==> config.mk <==
export PLATFORM = sky130hd
export DESIGN_NAME = fft_frame_io
export DESIGN_NICKNAME = d
export VERILOG_FILES = /design/src/rtl/fft_frame_io.sv
export SDC_FILE = /design/constraint.sdc
export NUM_CORES = 1
export LEC_CHECK = 0
export ABC_CLOCK_PERIOD_IN_PS = 5900
export BUFFER_PORTS_ARGS = -buffer_cell sky130_fd_sc_hd__buf_2
export CORE_MARGIN = 4
export CORE_UTILIZATION = 56
export DETAILED_ROUTE_END_ITERATION = 6
export PLACE_DENSITY_LB_ADDON = 0.12
export SLEW_MARGIN = 20
export SYNTH_ARGS = -nofsm -noshare
export SYNTH_HDL_FRONTEND = slang
export SYNTH_SLANG_ARGS = --single-unit
==> constraint.sdc <==
create_clock -name i_clk -period 5.9 [get_ports i_clk]
set_clock_uncertainty 0.1 [all_clocks]
set_input_delay 0.295 -clock i_clk [delete_from_list [all_inputs] [get_ports i_clk]]
set_output_delay 0.295 -clock i_clk [all_outputs]
set_load 0.1 [all_outputs]
==> src/rtl/fft_frame_io.sv <==
// fft_frame_io
// Frame I/O sequencer for an in-place FFT working RAM. It takes one frame of
// N = 2^ADDR_WIDTH complex samples and writes them at bit-reversed addresses,
// starts the FFT engine, waits for it to finish, then streams the results out
// in natural order with valid/ready backpressure.
//
// Ports
//   i_clk, i_rst_n            system clock, asynchronous active-low reset
//   i_s_valid/o_s_ready       input sample handshake, i_s_data = {imag, real}
//   o_ram_sel                 1: this block owns the RAM ports, 0: FFT engine
//   o_ram_wen/waddr/wdata     RAM write port (registered, latency 1)
//   o_ram_ren/raddr           RAM read port, i_ram_rdata valid one cycle later
//   o_fft_start, i_fft_done   one-cycle start / completion pulses
//   o_m_valid/i_m_ready       result handshake, o_m_data = {imag, real}
//   o_m_last                  marks the result read from address N-1
//   o_busy                    high while not loading
//
// state  | meaning
// LOAD   | accept samples, write them bit-reversed into the RAM
// KICK   | last write on the RAM port, start pulse follows
// WAIT   | FFT engine owns the RAM until fft_done
// UNLOAD | read results 0..N-1 through a 2-entry output FIFO

module fft_frame_io #(
    parameter int DATA_WIDTH = 16,
    parameter int ADDR_WIDTH = 8
) (
    input  logic                      i_clk,
    input  logic                      i_rst_n,
    input  logic                      i_s_valid,
    output logic                      o_s_ready,
    input  logic [2*DATA_WIDTH-1:0]   i_s_data,
    output logic                      o_ram_sel,
    output logic                      o_ram_wen,
    output logic [ADDR_WIDTH-1:0]     o_ram_waddr,
    output logic [2*DATA_WIDTH-1:0]   o_ram_wdata,
    output logic                      o_ram_ren,
    output logic [ADDR_WIDTH-1:0]     o_ram_raddr,
    input  logic [2*DATA_WIDTH-1:0]   i_ram_rdata,
    output logic                      o_fft_start,
    input  logic                      i_fft_done,
    output logic                      o_m_valid,
    input  logic                      i_m_ready,
    output logic [2*DATA_WIDTH-1:0]   o_m_data,
    output logic                      o_m_last,
    output logic                      o_busy
);

    localparam int DW2 = 2 * DATA_WIDTH;

    localparam logic [1:0] ST_LOAD   = 2'd0;
    localparam logic [1:0] ST_KICK   = 2'd1;
    localparam logic [1:0] ST_WAIT   = 2'd2;
    localparam logic [1:0] ST_UNLOAD = 2'd3;

    logic [1:0]            r_state;
    logic [ADDR_WIDTH-1:0] r_wr_cnt;
    logic [ADDR_WIDTH:0]   r_rd_cnt;      // MSB set once all N reads are issued
    logic                  r_wen;
    logic [ADDR_WIDTH-1:0] r_waddr;
    logic [DW2-1:0]        r_wdata;
    logic                  r_fft_start;
    logic                  r_rd_pend;
    logic                  r_rd_pend_last;
    logic [DW2:0]          r_fifo [2];    // {last, data}
    logic                  r_fifo_wptr;
    logic                  r_fifo_rptr;
    logic [1:0]            r_fifo_cnt;

    logic                  w_s_hs;
    logic                  w_m_pop;
    logic                  w_m_done;
    logic                  w_rd_issue;
    logic [2:0]            w_occupancy;
    logic [DW2:0]          w_head;

    function automatic logic [ADDR_WIDTH-1:0] bitrev(input logic [ADDR_WIDTH-1:0] a);
        logic [ADDR_WIDTH-1:0] r;
        for (int i = 0; i < ADDR_WIDTH; i++) begin
            r[i] = a[ADDR_WIDTH-1-i];
        end
        return r;
    endfunction

    assign w_head   = r_fifo[r_fifo_rptr];
    assign w_s_hs   = (r_state == ST_LOAD) && i_s_valid;
    assign w_m_pop  = (r_fifo_cnt != 2'd0) && i_m_ready;
    assign w_m_done = w_m_pop && w_head[DW2];

    // Occupancy counts the entry leaving this cycle as already gone, so a
    // continuously ready sink sees one result per cycle while the FIFO plus
    // the read in flight can never exceed two entries.
    assign w_occupancy = {1'b0, r_fifo_cnt} - {2'b00, w_m_pop} + {2'b00, r_rd_pend};
    assign w_rd_issue  = (r_state == ST_UNLOAD) && !r_rd_cnt[ADDR_WIDTH] &&
                         (w_occupancy < 3'd2);

    always_ff @(posedge i_clk or negedge i_rst_n) begin
        if (!i_rst_n) begin
            r_state <= ST_LOAD;
        end else begin
            case (r_state)
                ST_LOAD:   if (w_s_hs && (r_wr_cnt == {ADDR_WIDTH{1'b1}})) r_state <= ST_KICK;
                ST_KICK:   r_state <= ST_WAIT;
                ST_WAIT:   if (i_fft_done) r_state <= ST_UNLOAD;
                ST_UNLOAD: if (w_m_done) r_state <= ST_LOAD;
                default:   r_state <= ST_LOAD;
            endcase
        end
    end

    always_ff @(posedge i_clk or negedge i_rst_n) begin
        if (!i_rst_n) begin
            r_wr_cnt    <= '0;
            r_wen       <= 1'b0;
            r_waddr     <= '0;
            r_wdata     <= '0;
            r_fft_start <= 1'b0;
        end else begin
            r_wen       <= w_s_hs;
            r_fft_start <= (r_state == ST_KICK);
            if (w_s_hs) begin
                r_waddr  <= bitrev(r_wr_cnt);
                r_wdata  <= i_s_data;
                r_wr_cnt <= r_wr_cnt + 1'b1;
            end else if (w_m_done) begin
                r_wr_cnt <= '0;
            end
        end
    end

    always_ff @(posedge i_clk or negedge i_rst_n) begin
        if (!i_rst_n) begin
            r_rd_cnt       <= '0;
            r_rd_pend      <= 1'b0;
            r_rd_pend_last <= 1'b0;
        end else begin
            r_rd_pend      <= w_rd_issue;
            r_rd_pend_last <= w_rd_issue && (r_rd_cnt[ADDR_WIDTH-1:0] == {ADDR_WIDTH{1'b1}});
            if (w_m_done) begin
                r_rd_cnt <= '0;
            end else if (w_rd_issue) begin
                r_rd_cnt <= r_rd_cnt + 1'b1;
            end
        end
    end

    always_ff @(posedge i_clk or negedge i_rst_n) begin
        if (!i_rst_n) begin
            r_fifo[0]   <= '0;
            r_fifo[1]   <= '0;
            r_fifo_wptr <= 1'b0;
            r_fifo_rptr <= 1'b0;
            r_fifo_cnt  <= 2'd0;
        end else begin
            if (r_rd_pend) begin
                r_fifo[r_fifo_wptr] <= {r_rd_pend_last, i_ram_rdata};
                r_fifo_wptr         <= ~r_fifo_wptr;
            end
            if (w_m_pop) begin
                r_fifo_rptr <= ~r_fifo_rptr;
            end
            r_fifo_cnt <= r_fifo_cnt + {1'b0, r_rd_pend} - {1'b0, w_m_pop};
        end
    end

    assign o_s_ready   = (r_state == ST_LOAD);
    assign o_ram_sel   = (r_state != ST_WAIT);
    assign o_busy      = (r_state != ST_LOAD);
    assign o_ram_wen   = r_wen;
    assign o_ram_waddr = r_waddr;
    assign o_ram_wdata = r_wdata;
    assign o_ram_ren   = w_rd_issue;
    assign o_ram_raddr = r_rd_cnt[ADDR_WIDTH-1:0];
    assign o_fft_start = r_fft_start;
    assign o_m_valid   = (r_fifo_cnt != 2'd0);
    assign o_m_data    = w_head[DW2-1:0];
    assign o_m_last    = o_m_valid && w_head[DW2];

endmodule

* After elaboration in Yosys (flattened, before gate mapping)
Cells that the tools add are included.
Widths: inputs -> output; s select.
** Storage, ports and cells
- Bits in registers :: 133
- Bits of input ports :: 69
- Output and inout port bits :: 88
- Word-level logic and storage cells :: 67
** Operators by class
- $add $sub $neg :: 6
- Order comparisons :: 4
- Equal/unequal tests :: 9
- Mux-type cells :: 14
- Bitwise logic cells :: 4
- Reduce and logical (&&, ||, !) cells :: 16
** Operators with widths (count)
- $mux 33 :: 4
- $bwmux 66 :: 1
- $demux 33 s1 :: 1
- $mux 9 :: 2
- $eq 8x8->1 const B :: 2
- $mux 8 :: 2
- $add 9x1->9 const B :: 1
- $logic_and 1x1->1 :: 9
- $add 8x1->8 const B :: 1
- $pmux 2 s4 :: 1
- $reduce_bool 2->1 :: 4
- $mux 2 :: 3
- $ne 2x2->1 const B :: 3
- $eq 2x2->1 const B :: 2
- $ge 2x2->1 const B :: 2
- $not 1->2 :: 2
- $add 3x1->3 :: 1
- $lt 3x2->1 const B :: 1
- $reduce_and 3->1 :: 1
- $sub 2x1->3 :: 1
- $add 2x1->2 :: 1
- $eq 2x1->1 const B :: 1
- $logic_not 2->1 :: 1
- $lt 2x1->1 const B :: 1
- 4 further kinds :: 5

* Longest topological paths before layout
- Depth after elaboration :: 8
- Mapped depth :: 10
- Depth with buffers taken out :: 10

* Worst setup path after synthesis
No wires, ideal clock.
- Path type :: register to output
- From :: register r_fifo_cnt[1]
- To :: output port o_ram_ren
- Data arrival time :: 2895 ps
- Data required time :: 5505 ps
- Setup slack :: 2610 ps
- Stages on the path, launching flop included :: 10
- Path buffers :: 0
- Cells stage by stage :: dfrtp_1 > o21ai_1 > inv_1 > ha_1 > inv_1 > ha_1 > fa_1 > nor3b_1 > nand2_1 > inv_1
** Between the ends
- Cells in the longest elaborated chain, start to end :: 6
** RTL lines
- start, declared :: RTL line 68 : logic [1:0] r_fifo_cnt;
- start signal, assigned :: RTL line 162 : r_fifo_cnt <= r_fifo_cnt + {1'b0, r_rd_pend} - {1'b0, w_m_pop};
- $reduce_bool 2->1 :: RTL line 87 : assign w_m_pop = (r_fifo_cnt != 2'd0) && i_m_ready;
- $logic_and 1x1->1 :: RTL line 87
- via w_m_pop :: RTL line 71 : logic w_m_pop;
- $sub 2x1->3 :: RTL line 93 : assign w_occupancy = {1'b0, r_fifo_cnt} - {2'b00, w_m_pop} + {2'b00, r_rd_pend};
- $add 3x1->3 :: RTL line 93
- via w_occupancy[1] :: RTL line 74 : logic [2:0] w_occupancy;
- $lt 3x2->1 :: RTL line 95 : (w_occupancy < 3'd2);
- $logic_and 1x1->1 :: RTL line 94 : assign w_rd_issue = (r_state == ST_UNLOAD) && !r_rd_cnt[ADDR_WIDTH] &&
- end, declared :: RTL line 37 : output logic o_ram_ren,
The timed path passes the listed nets, and every way through them passes these cells.

* Final worst setup path
Same ends and word-level chain as after synthesis.

==> results by stage <==
Setup path:
- The type of destination of the critical path is an output pin.
- In this run the critical register-to-register path is launched from r_fifo_cnt[1].
- The slowest cell on the critical path is sky130_fd_sc_hd__fa_1.
- Walking the worst path, the cells encountered are o21ai_1 > inv_1 > ha_1 > inv_1 > ha_1 > fa_1 > nor3b_1 > nand2_1 > inv_1 > buf_2.
- The required time of the critical path is 5510 ps.
- On the worst path, the slowest cell contributes a delay of 480 ps.
- The most numerous cell type found on the critical path is sky130_fd_sc_hd__inv_1.
- The startpoint type of the worst setup path is a flop.
- The arrival time of data at the critical path endpoint is 3550 ps.
- The worst setup path is of the reg2out kind.
- The highest fanout seen on the critical path is 5.
- The reg-to-reg endpoint is r_rd_cnt[8].
- The logic depth of the worst register-to-register path is 10.
- The minimum setup slack among reg-to-reg paths is 2790 ps.

Global route:
- The first-pass GRT wire length is 21.5 mm.
- The total congestion overflow after global routing is 0.
- The overall fraction of global-route tracks in use is 0.235.
- The largest net degree at the start of global routing is 69.
- The initial antenna violation count is 0.
- The number of global-route vias before repair is 4598.

STA:
- For the final routed database, the setup TNS stands at 0 ps.
- The final hold violation count is 0.
- Timing would allow up to 254 MHz.
- Dividing the final minimum period by the clock period gives 0.668.
- Setup repair after global routing left no endpoint under its margin.
- The max-slew violation count was 0.
- The transition time at the pin with the least slew margin is 995 ps.
- Setup violations remaining at the end of the flow were counted as 0.
- The shortest clock period the worst path allows after layout is 3940 ps.
- The worst-case headroom to the max-slew limit is 0.335.

Worst hold path:
- The sink of the worst hold path is r_fifo_rptr.
- The startpoint identified for the worst hold timing path is i_m_ready.
- The worst hold path depth is 3.
- The path type of the worst min-delay path is in2reg.

Floorplanning:
- The initialized floorplan defines 36 standard-cell rows.
- The chip width is 109 um.
- The die outline area is 11900 sq um.
- The height of the die is 109 um.
- The core footprint is 9860 sq um.
- The number of primary I/O pins is 157.
- The starting density of the core is 0.579.

Yosys:
- The cell count after synthesis came out at 484.
- The share of async-settable or async-resettable flops after synthesis is 1.00.
- The number of synthesis warnings is 0.
- A synthesized cell averages 11.8 sq um.
- The register bit total from synthesis is 133.
- The number of different library cells used by synthesis comes to 36.
- The area of the mapped netlist is 5710 sq um.
- The number of synthesized flops with an enable pin is 0.
- The share of the Yosys chip area taken by registers is 0.583.
- The synthesized netlist net count is 562.
- For this run, the leading register cell type out of synthesis is sky130_fd_sc_hd__dfrtp_1.

Drt:
- The iteration count of the initial detailed-routing pass is 4.
- In the routed design, unresolved DRC markers number 0.
- The overall routed net length is 13.2 mm.
- After detailed routing, the average wire length per cell comes to 15.6 um.
- The starting DRC count in detailed routing is 175.
- The post-detailed-route via-to-cell ratio is 5.06.
- The vias after detailed routing is 4286.
- The count of nets left with antenna violations once routing finished came out at 0.

Clocking:
- The clock tree root driver cell is sky130_fd_sc_hd__clkbuf_8.
- The clock reaches the later pin of the worst-skew pair after 520 ps.
- The maximum number of buffers from clock root to sink is 2.
- TritonCTS built the clock tree.
- TritonCTS created 17 clock buffers.
- The register clock-pin slew on the reported worst setup and hold paths is 60 ps.
- Once the clock tree was built, the setup fixing pass inserted 0 buffers.
- CTS built an H-tree with a depth of 4.
- The clock sink count is 133.

Finish:
- The library cell used most frequently in the layout, excluding fill and tap cells, is sky130_fd_sc_hd__buf_2.
- Measured on the finished design, the core utilization comes to 0.799.
- Compared with the post-synthesis result, the final layout area differs by 38.0%.
- The non-filler instance count after layout is 847.
- In the final layout, the share of cells above drive strength 1 is 0.412.
- The final layout contains 778 nets.
- The multi-input logic area is 2200 sq um.
- The library cells used most frequently in the layout, excluding fill and tap cells, are sky130_fd_sc_hd__buf_2 (155), sky130_fd_sc_hd__nand2_1 (133), sky130_fd_sc_hd__dfrtp_1 (133).
- Summing all flip-flop and latch instances after layout gives 3330 sq um.
- The filler cells instantiated in the layout total 587.

Flow run:
- The max capacitance violation total is 0.

Power and ir drop:
- For this design the static power due to leakage is 4.14 nW.
- The power density of the placed cells is 424 nW/um^2.
- VDD sags by at most 0.310 mV.

Placement:
- The congestion estimate from routability-driven global placement came to 0.821.
- Input and output buffers added on the ports amount to 156.
- The number of placed instances with taps included is 749.
- The placed wire-length estimate is 8.22 mm.

Status:
- The flow ran to the end, and the final reports show no timing, DRC or antenna violations.
-- layout make-up --
cell class	count	share of cell area
Clock inverter	12	0.0286
Multi-Input combinational cell	311	0.279
Timing Repair Buffer	226	0.187
Sequential cell	133	0.422
Inverter	11	0.00524
Clock buffer	20	0.0565
Antenna cell	1	0.000317
Tap cell	133	0.0211
-- synthesized netlist by cell type (2+ instances only) --
cell                       count  area [sq um]
sky130_fd_sc_hd__and3_1        5          31.3
sky130_fd_sc_hd__buf_4         9          67.6
sky130_fd_sc_hd__buf_1         6          22.5
sky130_fd_sc_hd__xor2_1        6          52.6
sky130_fd_sc_hd__nor4b_2       2          30.0
sky130_fd_sc_hd__nand2_1     133           499
sky130_fd_sc_hd__buf_2         3          15.0
sky130_fd_sc_hd__mux2_2       98          1100
sky130_fd_sc_hd__nor2_1       12          45.0
sky130_fd_sc_hd__clkbuf_1     11          41.3
sky130_fd_sc_hd__ha_1          8           100
sky130_fd_sc_hd__a21oi_1       3          15.0
sky130_fd_sc_hd__o21a_1        2          15.0
sky130_fd_sc_hd__o21ai_0      11          55.1
sky130_fd_sc_hd__xnor2_1       5          43.8
sky130_fd_sc_hd__nand3_1       3          15.0
sky130_fd_sc_hd__inv_1        11          41.3
sky130_fd_sc_hd__dfrtp_1     133          3330
sky130_fd_sc_hd__nand4_1       6          37.5
-- worst max-delay path: cells and delay by family (launching register included) --
family	cells	cell delay (ps)
and+or+nand+nor	2	650
buffers and inverters	4	710
adders and majority gates	3	950
AOI/OAI and AO/OA	1	290
DFF	1	430
-- routing by layer --
layer  global-route usage  routed length [um]  vias to the layer above
li1                     -                   -                     2052
met1                0.267                5270                     2091
met2                0.417                6920                      115
met3               0.0616                 724                       28
met4                0.100                 269                        0
met5                    0                   0                        -
-- report_power, final --
group,switching (mW),internal (mW)
Sequential,0.0368,0.971
Combinational,0.924,0.240
Clock,0.379,0.794
Total,1.34,2.01
-- through the flow --
stage	total power, mW	worst slack (ps)	cell area, sq um	hold slack, ps
6_report	3.35	1960	7880	52.1
5_1_grt	3.46	1640	7880	69.6
4_1_cts	3.36	1920	7880	31.2
3_5_place_dp	2.15	2490	6560	355
3_3_place_gp	2.14	2550	6560	348
2_1_floorplan	1.96	2610	5710	-101
-- registers in the layout, indices dropped and copies added, names as in the netlist --
register        cells
o_fft_start         1
o_ram_waddr         8
o_ram_wdata        32
o_ram_wen           1
r_fifo             66
r_fifo_cnt          2
r_fifo_rptr         1
r_fifo_wptr         1
r_rd_cnt            9
r_rd_pend           1
r_rd_pend_last      1
r_state             2
r_wr_cnt            8
-- how the worst max path moves through the flow --
stage	from	endpoint	slack [ps]	cells after the start
floorplan	r_fifo_cnt[1]	o_ram_ren	2610	9
detailed placement	r_fifo_cnt[1]	o_ram_ren	2490	10
global route	r_fifo_cnt[1]	o_ram_ren	1640	10
finish	r_fifo_cnt[1]	o_ram_ren	1960	10
global placement	r_fifo_cnt[1]	o_ram_ren	2550	10
CTS	r_fifo_cnt[1]	o_ram_ren	1920	10
-- what timing repair did --
action	in CTS	in global routing
endpoints found under the hold margin	163	0
gates resized for setup	0	0
hold buffers	65	0
-- cell families after synthesis --
logic type | Yosys count | share of synthesized area
multiplexers | 100 | 0.197
AND/OR/NAND/NOR | 168 | 0.125
adder cells (fa/ha/maj) | 9 | 0.0210
XOR/XNOR | 11 | 0.0169
flip-flops | 133 | 0.583
AO/OA/AOI/OAI | 23 | 0.0241
buffers and inverters | 40 | 0.0329
No activity file was read; power rests on OpenSTA's default activity.
